<file path="src/rtl/serial_sub_pkg.sv">
// Shared types and constants for the bit-serial subtractor.
package serial_sub_pkg;

    localparam int unsigned DefaultWidth = 8;

    typedef enum logic [1:0] {
        StIdle  = 2'd0,
        StShift = 2'd1,
        StDone  = 2'd2
    } state_e;

endpackage

</file>
<file path="src/rtl/fs_cell.sv">
// Combinational full-subtractor cell: diff = x - y - bi, with borrow-out.
module fs_cell (
    input  logic x,
    input  logic y,
    input  logic bi,
    output logic diff,
    output logic bo
);

    always_comb begin
        diff = x ^ y ^ bi;
        bo   = (~x & y) | (~(x ^ y) & bi);
    end

endmodule

</file>
<file path="src/rtl/serial_sub.sv">
// Bit-serial N-bit subtractor: one fs_cell plus a borrow flop, LSB first,
// with a start/busy/done handshake and registered result outputs.
module serial_sub
    import serial_sub_pkg::*;
#(
    parameter int unsigned N = DefaultWidth
) (
    input  logic         clk,
    input  logic         rst_n,
    input  logic         start,
    input  logic [N-1:0] a,
    input  logic [N-1:0] b,
    input  logic         bin,
    output logic         busy,
    output logic         done,
    output logic [N-1:0] d,
    output logic         bout,
    output logic         ovf
);

    localparam int unsigned CntW = (N > 1) ? $clog2(N) : 1;
    localparam logic [CntW-1:0] CntLast = CntW'(N - 1);

    state_e          state_q, state_d;
    logic [N-1:0]    a_sr_q, b_sr_q, d_sr_q;
    logic [CntW-1:0] cnt_q;
    logic            brw_q;
    logic            a_msb_q, b_msb_q;
    logic [N-1:0]    d_q;
    logic            bout_q, ovf_q;

    logic            cell_diff, cell_bo;
    logic            last_bit;
    logic [N-1:0]    d_sr_next;

    fs_cell u_cell (
        .x    (a_sr_q[0]),
        .y    (b_sr_q[0]),
        .bi   (brw_q),
        .diff (cell_diff),
        .bo   (cell_bo)
    );

    always_comb begin
        last_bit  = (state_q == StShift) && (cnt_q == CntLast);
        d_sr_next = {cell_diff, d_sr_q[N-1:1]};
    end

    always_comb begin
        state_d = state_q;
        unique case (state_q)
            StIdle:  if (start) state_d = StShift;
            StShift: if (cnt_q == CntLast) state_d = StDone;
            StDone:  state_d = StIdle;
            default: state_d = StIdle;
        endcase
    end

    always_ff @(posedge clk or negedge rst_n) begin
        if (!rst_n) begin
            state_q <= StIdle;
        end else begin
            state_q <= state_d;
        end
    end

    always_ff @(posedge clk or negedge rst_n) begin
        if (!rst_n) begin
            a_sr_q  <= '0;
            b_sr_q  <= '0;
            d_sr_q  <= '0;
            cnt_q   <= '0;
            brw_q   <= 1'b0;
            a_msb_q <= 1'b0;
            b_msb_q <= 1'b0;
        end else if (state_q == StIdle && start) begin
            a_sr_q  <= a;
            b_sr_q  <= b;
            brw_q   <= bin;
            cnt_q   <= '0;
            a_msb_q <= a[N-1];
            b_msb_q <= b[N-1];
        end else if (state_q == StShift) begin
            d_sr_q <= d_sr_next;
            a_sr_q <= a_sr_q >> 1;
            b_sr_q <= b_sr_q >> 1;
            brw_q  <= cell_bo;
            cnt_q  <= cnt_q + 1'b1;
        end
    end

    // Result registers load on the edge entering DONE; the final diff bit is
    // the new MSB, so overflow is judged from the cell output directly.
    always_ff @(posedge clk or negedge rst_n) begin
        if (!rst_n) begin
            d_q    <= '0;
            bout_q <= 1'b0;
            ovf_q  <= 1'b0;
        end else if (last_bit) begin
            d_q    <= d_sr_next;
            bout_q <= cell_bo;
            ovf_q  <= (a_msb_q ^ b_msb_q) & (cell_diff ^ a_msb_q);
        end
    end

    always_comb begin
        busy = (state_q != StIdle);
        done = (state_q == StDone);
        d    = d_q;
        bout = bout_q;
        ovf  = ovf_q;
    end

endmodule

</file>
<file path="config.mk">
export PLATFORM = sky130hd
export DESIGN_NAME = serial_sub
export DESIGN_NICKNAME = d
export VERILOG_FILES = /design/src/rtl/serial_sub_pkg.sv /design/src/rtl/fs_cell.sv /design/src/rtl/serial_sub.sv
export SDC_FILE = /design/constraint.sdc
export NUM_CORES = 1
export LEC_CHECK = 0
export ABC_AREA = 1
export BUFFER_PORTS_ARGS = -buffer_cell sky130_fd_sc_hd__buf_4
export CAP_MARGIN = 10
export CORE_UTILIZATION = 35
export CTS_BUF_LIST = sky130_fd_sc_hd__clkbuf_16
export DETAILED_ROUTE_END_ITERATION = 6
export GPL_TIMING_DRIVEN = 0
export PLACE_DENSITY = 0.53
export SLEW_MARGIN = 30
export SYNTH_ARGS = -nofsm -noshare
export SYNTH_HDL_FRONTEND = slang
export SYNTH_SLANG_ARGS = --single-unit
export TNS_END_PERCENT = 10
</file>
<file path="constraint.sdc">
create_clock -name clk -period 1.8 [get_ports clk]
set_clock_uncertainty 0.05 [all_clocks]
set_input_delay 0.36 -clock clk [delete_from_list [all_inputs] [get_ports clk]]
set_output_delay 0.36 -clock clk [all_outputs]
set_load 0.02 [all_outputs]
</file>
; Yosys cells after proc, flatten, opt, wreduce, memory -nomap -nowiden
; Index checks and enable logic that the tools add are counted.
[word_totals]
latchBits = 0
regBits = 42
ramBits = 0
inputBits = 20
rom_bits = 0
n_memories = 0
output_inout_bits = 12
elab_cells = 46
[classes]
mul = 0
n_lt_le_gt_ge = 0
addsub = 1
bitwise_logic = 11
n_div = 0
reduce_logical = 7
n_mux = 11
eq_ne = 5
shifts = 0
[op_table]
columns = op, count
row1 = $mux W8, 4
row2 = $mux W3, 2
row3 = $mux W2, 2
row4 = $ne A2 B2 Y1 const B, 2
row5 = $pmux W2 S2, 1
row6 = $reduce_and A2 Y1, 2
row7 = $reduce_bool A2 Y1, 2
row8 = $xor A1 B1 Y1, 4
row9 = $add A3 B1 Y3 const B, 1
row10 = $and A1 B1 Y1, 3
row11 = $eq A3 B3 Y1 const B, 1
row12 = $not A1 Y1, 3
row13 = $eq A2 B1 Y1 const B, 1
row14 = $eq A2 B2 Y1 const B, 1
row15 = $logic_and A1 B1 Y1, 2
row16 = $logic_not A2 Y1, 1
row17 = $mux W1, 2
row18 = $or A1 B1 Y1, 1

; Logic depth before layout (Yosys ltp)
[depth]
ltp_word = 6
depth_mapped = 7
depth_no_buf = 7

; Hierarchy
; From an unflattened synthesis, not the netlist that was laid out.
[hier_totals]
cells_unflattened = 222
area_unflattened_um2 = 1925.6
[modules_own_cells]
columns = mod, instances, area_each_um2, seq_area_each_um2, cells_each
row1 = serial_sub, 1, 1894.3, 1026.0, 218
row2 = fs_cell, 1, 31.3, 0.0, 4

; Worst setup path after synthesis
; Ideal clock, no wire load.
[synth_path]
path_type = register to output
startpoint = reg state_q[1]
endpoint = out done
n_path_buf = 1
arrival_time_ns = 0.976
t_required_ns = 1.390
path_slack_ns = 0.414
path_stages_with_launch = 4
cell_sequence = dfrtp_1 > inv_2 > buf_2 > nor2_1
[synth_via]
elab_chain_len = 1
[synth_rtl]
columns = element, line
row1 = from (decl), serial_sub.sv:24  ; state_e state_q, state_d;
row2 = from (signal assigned), serial_sub.sv:61  ; state_q <= StIdle;
row3 = from (signal assigned), serial_sub.sv:63  ; state_q <= state_d;
row4 = $eq A2 B2 Y1, serial_sub.sv:108  ; done = (state_q == StDone);
row5 = to (decl), serial_sub.sv:15  ; output logic done,
; Every way passes these cells.

; Worst setup path after layout
; Same ends and word-level chain as after synthesis.

==> results.cfg <==
[run_status]
outcome = completed

[logic_synthesis]
yosysSeqAreaShare_pct = 53.5
synth_common_cells = nand2_1, dfrtp_1, nand3_1, inv_1, nand3b_1
ys_types = 19
yosysTopAreaCellShare_pct = 53.5
syn_area_per_cell_um2 = 8.76
synth_compound_area_share_pct = 7.30
yosys-mux-area-fraction_pct = 0
ys.flop_type = dfrtp_1
synth_edf_count = 0
synth_xor_area_share_pct = 0
synth_area_leader_cell = dfrtp_1
synthTopCellsByArea = dfrtp_1, nand2_1, nand3_1
synth_most_common_cell = nand2_1
ys_seq_elements = 41
yosys_warnings = 0
synth_cells = 219
synth-simple-area-share_pct = 29.5
synth_top_family_by_area = simple AND/OR/NAND/NOR gates
synthAdderAreaFrac_pct = 2.35
syn_nets = 242
synth_area_um2 = 1920
synthArstFlopShare_pct = 100

[power]
total_power_w = 0.00409
p_leak_nw = 1.26
ir_worst_vdd_mv = 0.662
p_per_area_nw_per_um2 = 1720

[die]
core_um2 = 5200
dieArea_um2 = 5780
die_x_um = 76.1
start_util_pct = 36.9
rows = 26
fp.dieH_um = 76.1
ios = 32

[critical_path]
path_delay_family = buffers and inverters
cp_max_fo = 10
worstPathBufferInverterCount = 3
worstSetupPathType = flip-flop to primary output
worstPathRequired_ns = 1.39
startpoint_type = flip-flop
cp_cell_sequence = inv_2, buf_2, nor2_1, buf_4
endpoint_kind = primary output
cpPeakStageDelay_ns = 0.46
critPathSlowestCell = dfrtp_1
critPathArrivalTime_ns = 1.31

[placed_design]
dpl_cell_area_um2 = 2230
dpl.hpwl_mm = 2.71
dpl.cell_count = 319
finalWeightedCongestion = 0.720
io_buffers = 30
place_ws_ns = 0.267

[global_routing]
grt_overflow = 0
grt_usage_pct = 15.5
grt_pass1_wl_mm = 6.95
antenna_found_initial = 0
grt_max_degree = 42
grt_pass1_vias = 1425

[clocking]
clk_latency_ns = 0.28
cts_tree = built
cts_buffer_depth = 2
cts.sinks = 41
cts_buffers = 5
path_clk_slew_ns = 0.06
cts_resized = 0
holdBufCountCts = 0
htreeDepth = 2
clock-root-buffer = clkbuf_16

[finish]
layout-area-overhead-vs-synth_pct = 23.8
stdcell_area_um2 = 2380
num_antenna_cells = 0
drive_above_1_share_pct = 23.6
fin_cells = 328
nets = 280

[sta]
fin_setup_tns_ns = 0
fmax_mhz = 581
setup_ws_ns = 0.0774
tightest_slew_ns = 0.529
fin_crit_sh_pct = 95.7
period_needed_ns = 1.72
report.final.hold_viol_count = 0
maxSlewHeadroom_pct = 64.7
setup_violations = 0
report.final.slew_viol_count = 0
grt_setup_unrepaired = false

[route]
via_count = 1490
firstDrtPassIters = 4
ant_nets = 0
drt-initial-drc-count = 72
routed_via_density = 4.54
wire_per_inst_um = 12.0
wl_mm = 3.94
route.detailed.drc = 0

[flow_run]
maxCapViolCount = 0

[min_path]
hold_class = primary input to asynchronous set/reset pin
stage by stage:
stage / util, % / hold WS (ns)
after floorplan: - / 0.0144
after global placement: 42.9 / 0.334
after detailed placement: 42.9 / 0.335
after CTS: 45.6 / 0.0325
after global routing: 45.6 / 0.0612
final: 45.6 / 0.00668
per-layer routing:
| layer | part of all wire [%] | vias to the layer above | routed length, um | track usage (%) |
|---|---|---|---|---|
| li1 | - | 771 | - | - |
| met4 | 1.7 | 0 | 65 | 6.92 |
| met5 | 0 | - | 0 | 0 |
| met3 | 2.8 | 7 | 112 | 3.95 |
| met2 | 44 | 17 | 1720 | 22.5 |
| met1 | 52 | 695 | 2040 | 22.0 |
layout make-up:
class	count	area (um^2)
Tap cell	70	87.6
Sequential cell	41	1030
Multi-Input combinational cell	149	751
Clock inverter	3	11.3
Inverter	18	67.6
Clock buffer	5	125
Timing Repair Buffer	31	233
Fill cell	531	2830
Buffer	11	75.1
power breakdown:
group | internal [W] | switching, W
combinational | 0.000671 | 0.00102
sequential | 0.00134 | 0.000219
clock | 0.000498 | 0.000336
total | 0.00251 | 0.00158
final timing paths:
path	startpoint	slack [ns]	cells past startpoint	endpoint
min reg2reg	d_sr_q[1]	0.42	2	d[0]
max in group asynchronous	rst_n	1.33	1	b_sr_q[4]
max	state_q[1]	0.08	4	done
min in group clk	bin	0.28	3	brw_q
max reg2reg	b_sr_q[0]	0.37	7	ovf
min	rst_n	0.007	1	d[6]
cells in the final DEF, fill, tap and decap left out:
cell       synthesis  final
fa_1               1      1
nand3_1           21     21
buf_4              1     32
o21ai_0            9      9
nand2_4            2      2
nand2_1           85     85
o21ai_2            8      8
nand3b_1          11     11
clkbuf_1           1      1
nor2_1             2      2
nor2_4             2      2
inv_1             16     19
o21ai_1            5      5
inv_2              2      2
clkbuf_16          0      5
dfrtp_1           41     41
nand2_2            1      1
buf_2              6      6
buf_6              3      3
ha_1               2      2
sequential cells by signal (all words and copies together), names as in the netlist, 2 cells and up:
name and cells:
cnt_q 3, b_sr_q 8, a_sr_q 8, state_q 2
d_sr_q 7, d 8
repair_timing:
action / CTS / global route
endpoints found under the setup margin: 1 / 0
hold endpoints to repair: 0 / 0
setup buffers: 1 / 0
logic make-up (layout without fill, tap and decap cells):
kind of cell	count (synthesis)	after routing
DFF	41	41
buffers and inverters	29	68
adders and majority gates	3	3
AOI/OAI and AO/OA	22	22
and+or+nand+nor	124	124
Note: power is estimated with default switching activity, not from simulation.
